==> config.mk <==
export PLATFORM = sky130hd
export DESIGN_NAME = multibyte_add_seq
export DESIGN_NICKNAME = d
export VERILOG_FILES = /design/src/rtl/multibyte_add_seq.sv
export SDC_FILE = /design/constraint.sdc
export NUM_CORES = 1
export LEC_CHECK = 0
export ABC_AREA = 0
export BUFFER_PORTS_ARGS = -buffer_cell sky130_fd_sc_hd__buf_2
export CORE_MARGIN = 5
export CORE_UTILIZATION = 50
export CTS_BUF_LIST = sky130_fd_sc_hd__clkbuf_8 sky130_fd_sc_hd__clkbuf_16
export CTS_CLUSTER_SIZE = 12
export DETAILED_ROUTE_END_ITERATION = 6
export PLACE_DENSITY = 0.86
export SLEW_MARGIN = 15
export SYNTH_ARGS = -nofsm -noshare
export SYNTH_HDL_FRONTEND = slang
export SYNTH_SLANG_ARGS = --single-unit
==> constraint.sdc <==
create_clock -name clk -period 4.93 [get_ports clk]
set_input_delay 0.2465 -clock clk [delete_from_list [all_inputs] [get_ports clk]]
set_output_delay 0.2465 -clock clk [all_outputs]
set_load 0.02 [all_outputs]
==> src/rtl/multibyte_add_seq.sv <==
// Sequential NBYTES-wide adder driving an external 8-bit ripple-carry adder one byte per cycle.
// Optional macro SUB_MODE_EN adds the sub port and two's-complement A-B mode.
module multibyte_add_seq #(
    parameter int NBYTES = 4
) (
    input  logic                  clk,
    input  logic                  rst,
    input  logic                  start,
    input  logic [8*NBYTES-1:0]   op_a,
    input  logic [8*NBYTES-1:0]   op_b,
    input  logic                  cin_in,
`ifdef SUB_MODE_EN
    input  logic                  sub,
`endif
    output logic                  busy,
    output logic                  done,
    output logic [8*NBYTES-1:0]   sum,
    output logic                  cout,
    output logic                  overflow,
    output logic [7:0]            add_a,
    output logic [7:0]            add_b,
    output logic                  add_cin,
    input  logic [7:0]            add_s,
    input  logic                  add_car
);

    localparam int W  = 8 * NBYTES;
    localparam int IW = (NBYTES > 1) ? $clog2(NBYTES) : 1;
    localparam logic [IW-1:0] LAST_IDX = IW'(NBYTES - 1);

    typedef enum logic [1:0] {
        ST_IDLE,
        ST_RUN,
        ST_DONE
    } state_t;

    state_t        r_state;
    state_t        w_state_nxt;
    logic [W-1:0]  r_opa;
    logic [W-1:0]  r_opb;
    logic [W-1:0]  r_sum;
    logic [IW-1:0] r_idx;
    logic          r_carry;
    logic          r_cout;
    logic          r_ovf;
    logic          w_sub;
    logic [W-1:0]  w_opb_in;
    logic          w_carry_in;
    logic          w_last;
    logic          w_ovf;

`ifdef SUB_MODE_EN
    assign w_sub = sub;
`else
    assign w_sub = 1'b0;
`endif

    // A + ~B + 1 yields A - B; the external cin_in has no meaning in that mode.
    assign w_opb_in   = w_sub ? ~op_b : op_b;
    assign w_carry_in = w_sub ? 1'b1 : cin_in;
    assign w_last     = (r_idx == LAST_IDX);
    assign w_ovf      = add_a[7] ^ add_b[7] ^ add_s[7] ^ add_car;

    // NOTE: registers use non-blocking assignments so every flop samples pre-edge values.
    always_ff @(posedge clk) begin
        if (rst) begin
            r_state <= ST_IDLE;
        end else begin
            r_state <= w_state_nxt;
        end
    end

    // NOTE: every always_comb output gets a default first so no path can infer a latch.
    always_comb begin
        w_state_nxt = r_state;
        add_a       = '0;
        add_b       = '0;
        add_cin     = 1'b0;
        case (r_state)
            ST_IDLE: begin
                if (start) begin
                    w_state_nxt = ST_RUN;
                end
            end
            ST_RUN: begin
                add_a   = r_opa[{r_idx, 3'b000} +: 8];
                add_b   = r_opb[{r_idx, 3'b000} +: 8];
                add_cin = r_carry;
                if (w_last) begin
                    w_state_nxt = ST_DONE;
                end
            end
            ST_DONE: begin
                w_state_nxt = ST_IDLE;
            end
            default: begin
                w_state_nxt = ST_IDLE;
            end
        endcase
    end

    always_ff @(posedge clk) begin
        if (rst) begin
            r_opa   <= '0;
            r_opb   <= '0;
            r_sum   <= '0;
            r_idx   <= '0;
            r_carry <= 1'b0;
            r_cout  <= 1'b0;
            r_ovf   <= 1'b0;
        end else begin
            case (r_state)
                ST_IDLE: begin
                    if (start) begin
                        r_opa   <= op_a;
                        r_opb   <= w_opb_in;
                        r_carry <= w_carry_in;
                        r_idx   <= '0;
                        r_sum   <= '0;
                    end
                end
                ST_RUN: begin
                    r_sum[{r_idx, 3'b000} +: 8] <= add_s;
                    r_carry                     <= add_car;
                    r_idx                       <= r_idx + 1'b1;
                    if (w_last) begin
                        r_cout <= add_car;
                        r_ovf  <= w_ovf;
                    end
                end
                default: begin
                end
            endcase
        end
    end

    assign busy     = (r_state != ST_IDLE);
    assign done     = (r_state == ST_DONE);
    assign sum      = r_sum;
    assign cout     = r_cout;
    assign overflow = r_ovf;

endmodule

# [Word-level counts from Yosys, hierarchy flattened]
# Index checks and enable logic that the tools add are counted.
# Widths: inputs -> output; s select.
[classes] add_sub_neg=2 eq_ne=5 shift=4 mux=13 bitwise_logic=3 reduce_logical=7
[op_table] op="$pmux 32 s2" n=1
[op_table] op="$shiftx 32x6->8" n=2
[op_table] op="$bwmux 32" n=1
[op_table] op="$mux 32" n=1
[op_table] op="$shift 8x7->32 const A" n=1
[op_table] op="$shiftx 8x7->32" n=1
[op_table] op="$mux 8" n=2
[op_table] op="$pmux 2 s2" n=2
[op_table] op="$reduce_and 2->1" n=4
[op_table] op="$neg 5->7" n=1
[op_table] op="$mux 2" n=3
[op_table] op="$eq 2x2->1 const B" n=2
[op_table] op="$ne 2x2->1 const B" n=2
[op_table] op="$reduce_bool 2->1" n=2
[op_table] op="$xor 1x1->1" n=3
[op_table] op="$add 2x1->2 const B" n=1
[op_table] op="$eq 2x1->1 const B" n=1
[op_table] op="$logic_not 2->1" n=1
[op_table] op="$mux 1" n=2
[op_table] op="$pmux 1 s2" n=1
[word_totals] register_bits=103 output_inout_bits=53

# [Logic depth before layout (Yosys ltp)]
[depth] ltp_word=5 ltp_mapped=9

# [Worst setup path after synthesis]
# OpenSTA, ideal clock, no wires.
[synth_path] path_kind="register to register" from="register r_idx[1]" to="register r_sum[16], in the netlist sum[16]" setup_time_ps=70 arrival_time_ps=2220 path_slack_ps=2640 path_stages_with_launch=10 path_buffers=4 path_cell_list="dfxtp_1 buf_2 buf_1 inv_1 ha_1 nor4bb_1 clkbuf_1 buf_2 nand3_1 a21oi_1"
[synth_via] elab_chain_len=4
[synth_lines] element="from (decl)" line="42" text="logic [IW-1:0] r_idx;"
[synth_lines] element="from (signal assigned)" line="125" text="r_idx <= r_idx + 1'b1;"
[synth_lines] element="$neg 5->7 (*)" line="123" text="r_sum[{r_idx, 3'b000} +: 8] <= add_s;"
[synth_lines] element="$shiftx 8x7->32 or $shift 8x7->32 (tied branches)" line="123"
[synth_lines] element="$bwmux 32 (*)" line="123"
[synth_lines] element="$pmux 32 s2 (*)" line="112" text="case (r_state)"
[synth_lines] element="to (signal, indexed assignment)" line="123"
[synth_lines] element="to (decl)" line="41" text="logic [W-1:0] r_sum;"
# Mark *: on every way between the ends. The rest lies on a longest branch, timed or not.
# A chain may end at the register's enable or synchronous reset.

# [Final worst setup path]
[layout_path] from="register r_idx[0]" to="output port add_a[7]"
[layout_via] elab_chain_len=2
[layout_lines] element="$shiftx 32x6->8" line="86" text="add_a = r_opa[{r_idx, 3'b000} +: 8];"
[layout_lines] element="$mux 8" line="79" text="case (r_state)"
[layout_lines] element="to (decl)" line="20" text="output logic [7:0] add_a,"
# No other way between the ends.

==> reports/qor.yml <==
sta:
  final-setup-viol-count: 0
  finalSetupTns_ps: 0
  slew_headroom: 0.318
  rsz0062_at_grt: "no"
  worst_pin_slew_ps: 1020
  slew_violations: 0
  finalCritPeriodShare: 0.535
  fmax_mhz: 379
  period_needed_ps: 2640
  hold_violations: 0
  fin_skew_ps: 17.1
logic_synthesis:
  yosys_register_bits: 103
  ys_seq_area_frac: 0.476
  synth_top_area_share: 0.476
  synth_flop_cell: "dfxtp_1"
  synthMuxAreaShare: 0.0947
  synth_cells: 510
  syn_nets: 593
  synth-edff-count: 0
  synth_area_per_cell_sq_um: 8.49
  yosys.area.top_type: "dfxtp_1"
  yosysWarnings: 0
  yosys-top-cells-area: "dfxtp_1, a21oi_1, nand2_1, mux4_2, nand3_1"
  synthXorXnorAreaFrac: 0.00722
  synth-compound-area-share: 0.158
  syn-cell-area_sq_um: 4330
  synth_async_sr_flop_share: 0
  synth-simple-area-share: 0.205
  ys_types: 29
  synthAdderAreaFrac: 0.0173
  synth_top_family_by_area: "simple AND/OR/NAND/NOR gates"
cells_and_area:
  regArea_sq_um: 2060
  fillCellCount: 773
  layoutNonFillerInstCount: 727
  diodes: 0
  multi_input_area_sq_um: 2100
  drive_above_1_share: 0.283
  synthToLayoutAreaGrowth_pct: 20.3
  layout.nets: 697
die:
  start_util: 0.504
  die_w_um: 103
  rows: 34
  die_y_um: 103
  io_pins: 130
  dieArea_sq_um: 10600
  coreArea_sq_um: 8590
clock_network:
  clk_latency_ps: 360
  cts-root-buf: "clkbuf_8"
  clkTransAtPathRegs_ps: 100
  ctsResizeCount: 0
  post_cts_buffers: 0
  cts_num_sinks: 103
  cts_tree: "yes"
  hold_buffers: 0
  cts_htree_levels: 3
  clk_path_buf_depth: 2
  cts_buffers: 9
grt:
  gr-total-overflow: 0
  grt_max_degree: 104
  grt_usage: 0.205
  grt_antenna_before_repair: 0
  grt_pass1_wl_um: 17700
  grt_pass1_vias: 3867
critical_path:
  crit_start: "r_idx[0]"
  cp-start-kind: "register"
  critical_path_class: "register to primary output"
  required_ps: 4680
  cp-end-kind: "primary output"
  crit_path_max_fanout: 15
  r2r-start: "r_idx[0]"
  critical_path_arrival_ps: 2390
pwr:
  netSwitchingPower_uw: 441
  pwr-share-clk: 0.327
  leakagePower_uw: 0.00218
  pwr_density_cell_nw_per_um2: 315
  pwr-share-comb: 0.128
  internal-power_uw: 1200
  power_uw: 1640
  vdd.ir_drop.worst_mv: 0.168
  pwr-share-seq: 0.546
  swShare: 0.269
placement:
  hpwl_um: 7800
  place_inst: 711
  finalWeightedCongestion: 0.799
  portBuffers: 129
detailed_routing:
  via_per_inst: 5.43
  drc: 0
  via_count: 3944
  wl_per_cell_um: 15.1
  first_iter_violations: 249
  finalWirelength_um: 11000
  firstDrtPassIters: 5
  postRouteAntennaNets: 0
job:
  cap_violations: 0
status:
  outcome: "finished clean"
hold_path:
  hp-class: "primary input to register"
  hp-start: "op_b[29]"
## logic make-up (layout without fill, tap and decap cells)
group / after synthesis / in the layout
compound gates: 135 / 135
xor+xnor: 2 / 2
fa+ha+maj: 6 / 6
buf+inv: 45 / 154
flops: 103 / 103
mux: 21 / 21
simple gates: 198 / 198
## cell usage in the layout, fill, tap and decap left out, types with 5 or more instances in the layout
| cell | netlist | routed |
|---|---|---|
| dfxtp_1 | 103 | 102 |
| ha_1 | 6 | 6 |
| clkbuf_8 | 0 | 9 |
| nand2_1 | 130 | 130 |
| buf_4 | 0 | 7 |
| a21oi_1 | 100 | 100 |
| mux2i_1 | 5 | 5 |
| o21ai_0 | 32 | 32 |
| nand3_1 | 35 | 35 |
| buf_2 | 9 | 129 |
| and2_1 | 18 | 18 |
| mux4_2 | 16 | 16 |
## layer usage
| layer | vias to the layer above | routed length (um) | GRT usage |
|---|---|---|---|
| li1 | 1945 | - | - |
| met1 | 1846 | 4650 | 0.274 |
| met2 | 138 | 5370 | 0.334 |
| met3 | 15 | 840 | 0.0406 |
| met4 | 0 | 126 | 0.0687 |
| met5 | - | 0 | 0 |
## synth_stat cells, types with 5 or more instances
library cell	count
buf_1	6
nand2_1	130
mux4_2	16
and2_1	18
o21ai_0	32
nand3_1	35
ha_1	6
buf_2	9
dfxtp_1	103
a21oi_1	100
clkbuf_1	28
mux2i_1	5
## registers in the layout, indices dropped and copies added (netlist names)
register	flops
r_state	2
r_carry	1
r_opa	32
r_opb	32
r_idx	2
overflow	1
sum	32
cout	1
## cell type report
type	count	share of cell area
Clock inverter	7	0.0156
Tap cell	108	0.0259
Multi-Input combinational cell	362	0.403
Timing Repair Buffer	136	0.134
Sequential cell	103	0.396
Inverter	2	0.00144
Clock buffer	9	0.0238
## path summary, 6_finish.rpt
check                           slack (ps)  cells after the start         to
worst min-delay path                   120                      3  r_opb[29]
worst max register to register        2300                      6     sum[7]
worst min register to register         460                      2  r_opb[20]
worst max-delay path                  2290                      4   add_a[7]
## critical path, stage by stage (launching register included)
cell	delay, ps
dfxtp_1	730
buf_4	380
mux4_2	560
and2_1	200
buf_2	160
## metrics by stage
| step | instance area (sq um) | worst slack, ps | hold slack, ps | util |
|---|---|---|---|---|
| after floorplan | 4330 | 2640 | 382 | - |
| after detailed placement | 5000 | 2290 | 445 | 0.582 |
| final | 5210 | 2290 | 119 | 0.606 |
| after global placement | 5000 | 2380 | 440 | 0.582 |
| after CTS | 5210 | 2240 | 106 | 0.606 |
| after global routing | 5210 | 2080 | 112 | 0.606 |
## power groups by stage
| stage | clock, uW | combinational, uW | sequential (uW) |
|---|---|---|---|
| 3_3_place_gp | 0 | 204 | 912 |
| 4_1_cts | 545 | 211 | 895 |
| 2_1_floorplan | 0 | 141 | 906 |
| 6_report | 536 | 210 | 896 |
| 5_1_grt | 583 | 233 | 900 |
| 3_5_place_dp | 0 | 210 | 915 |
Power figures use the tool's default switching activity.
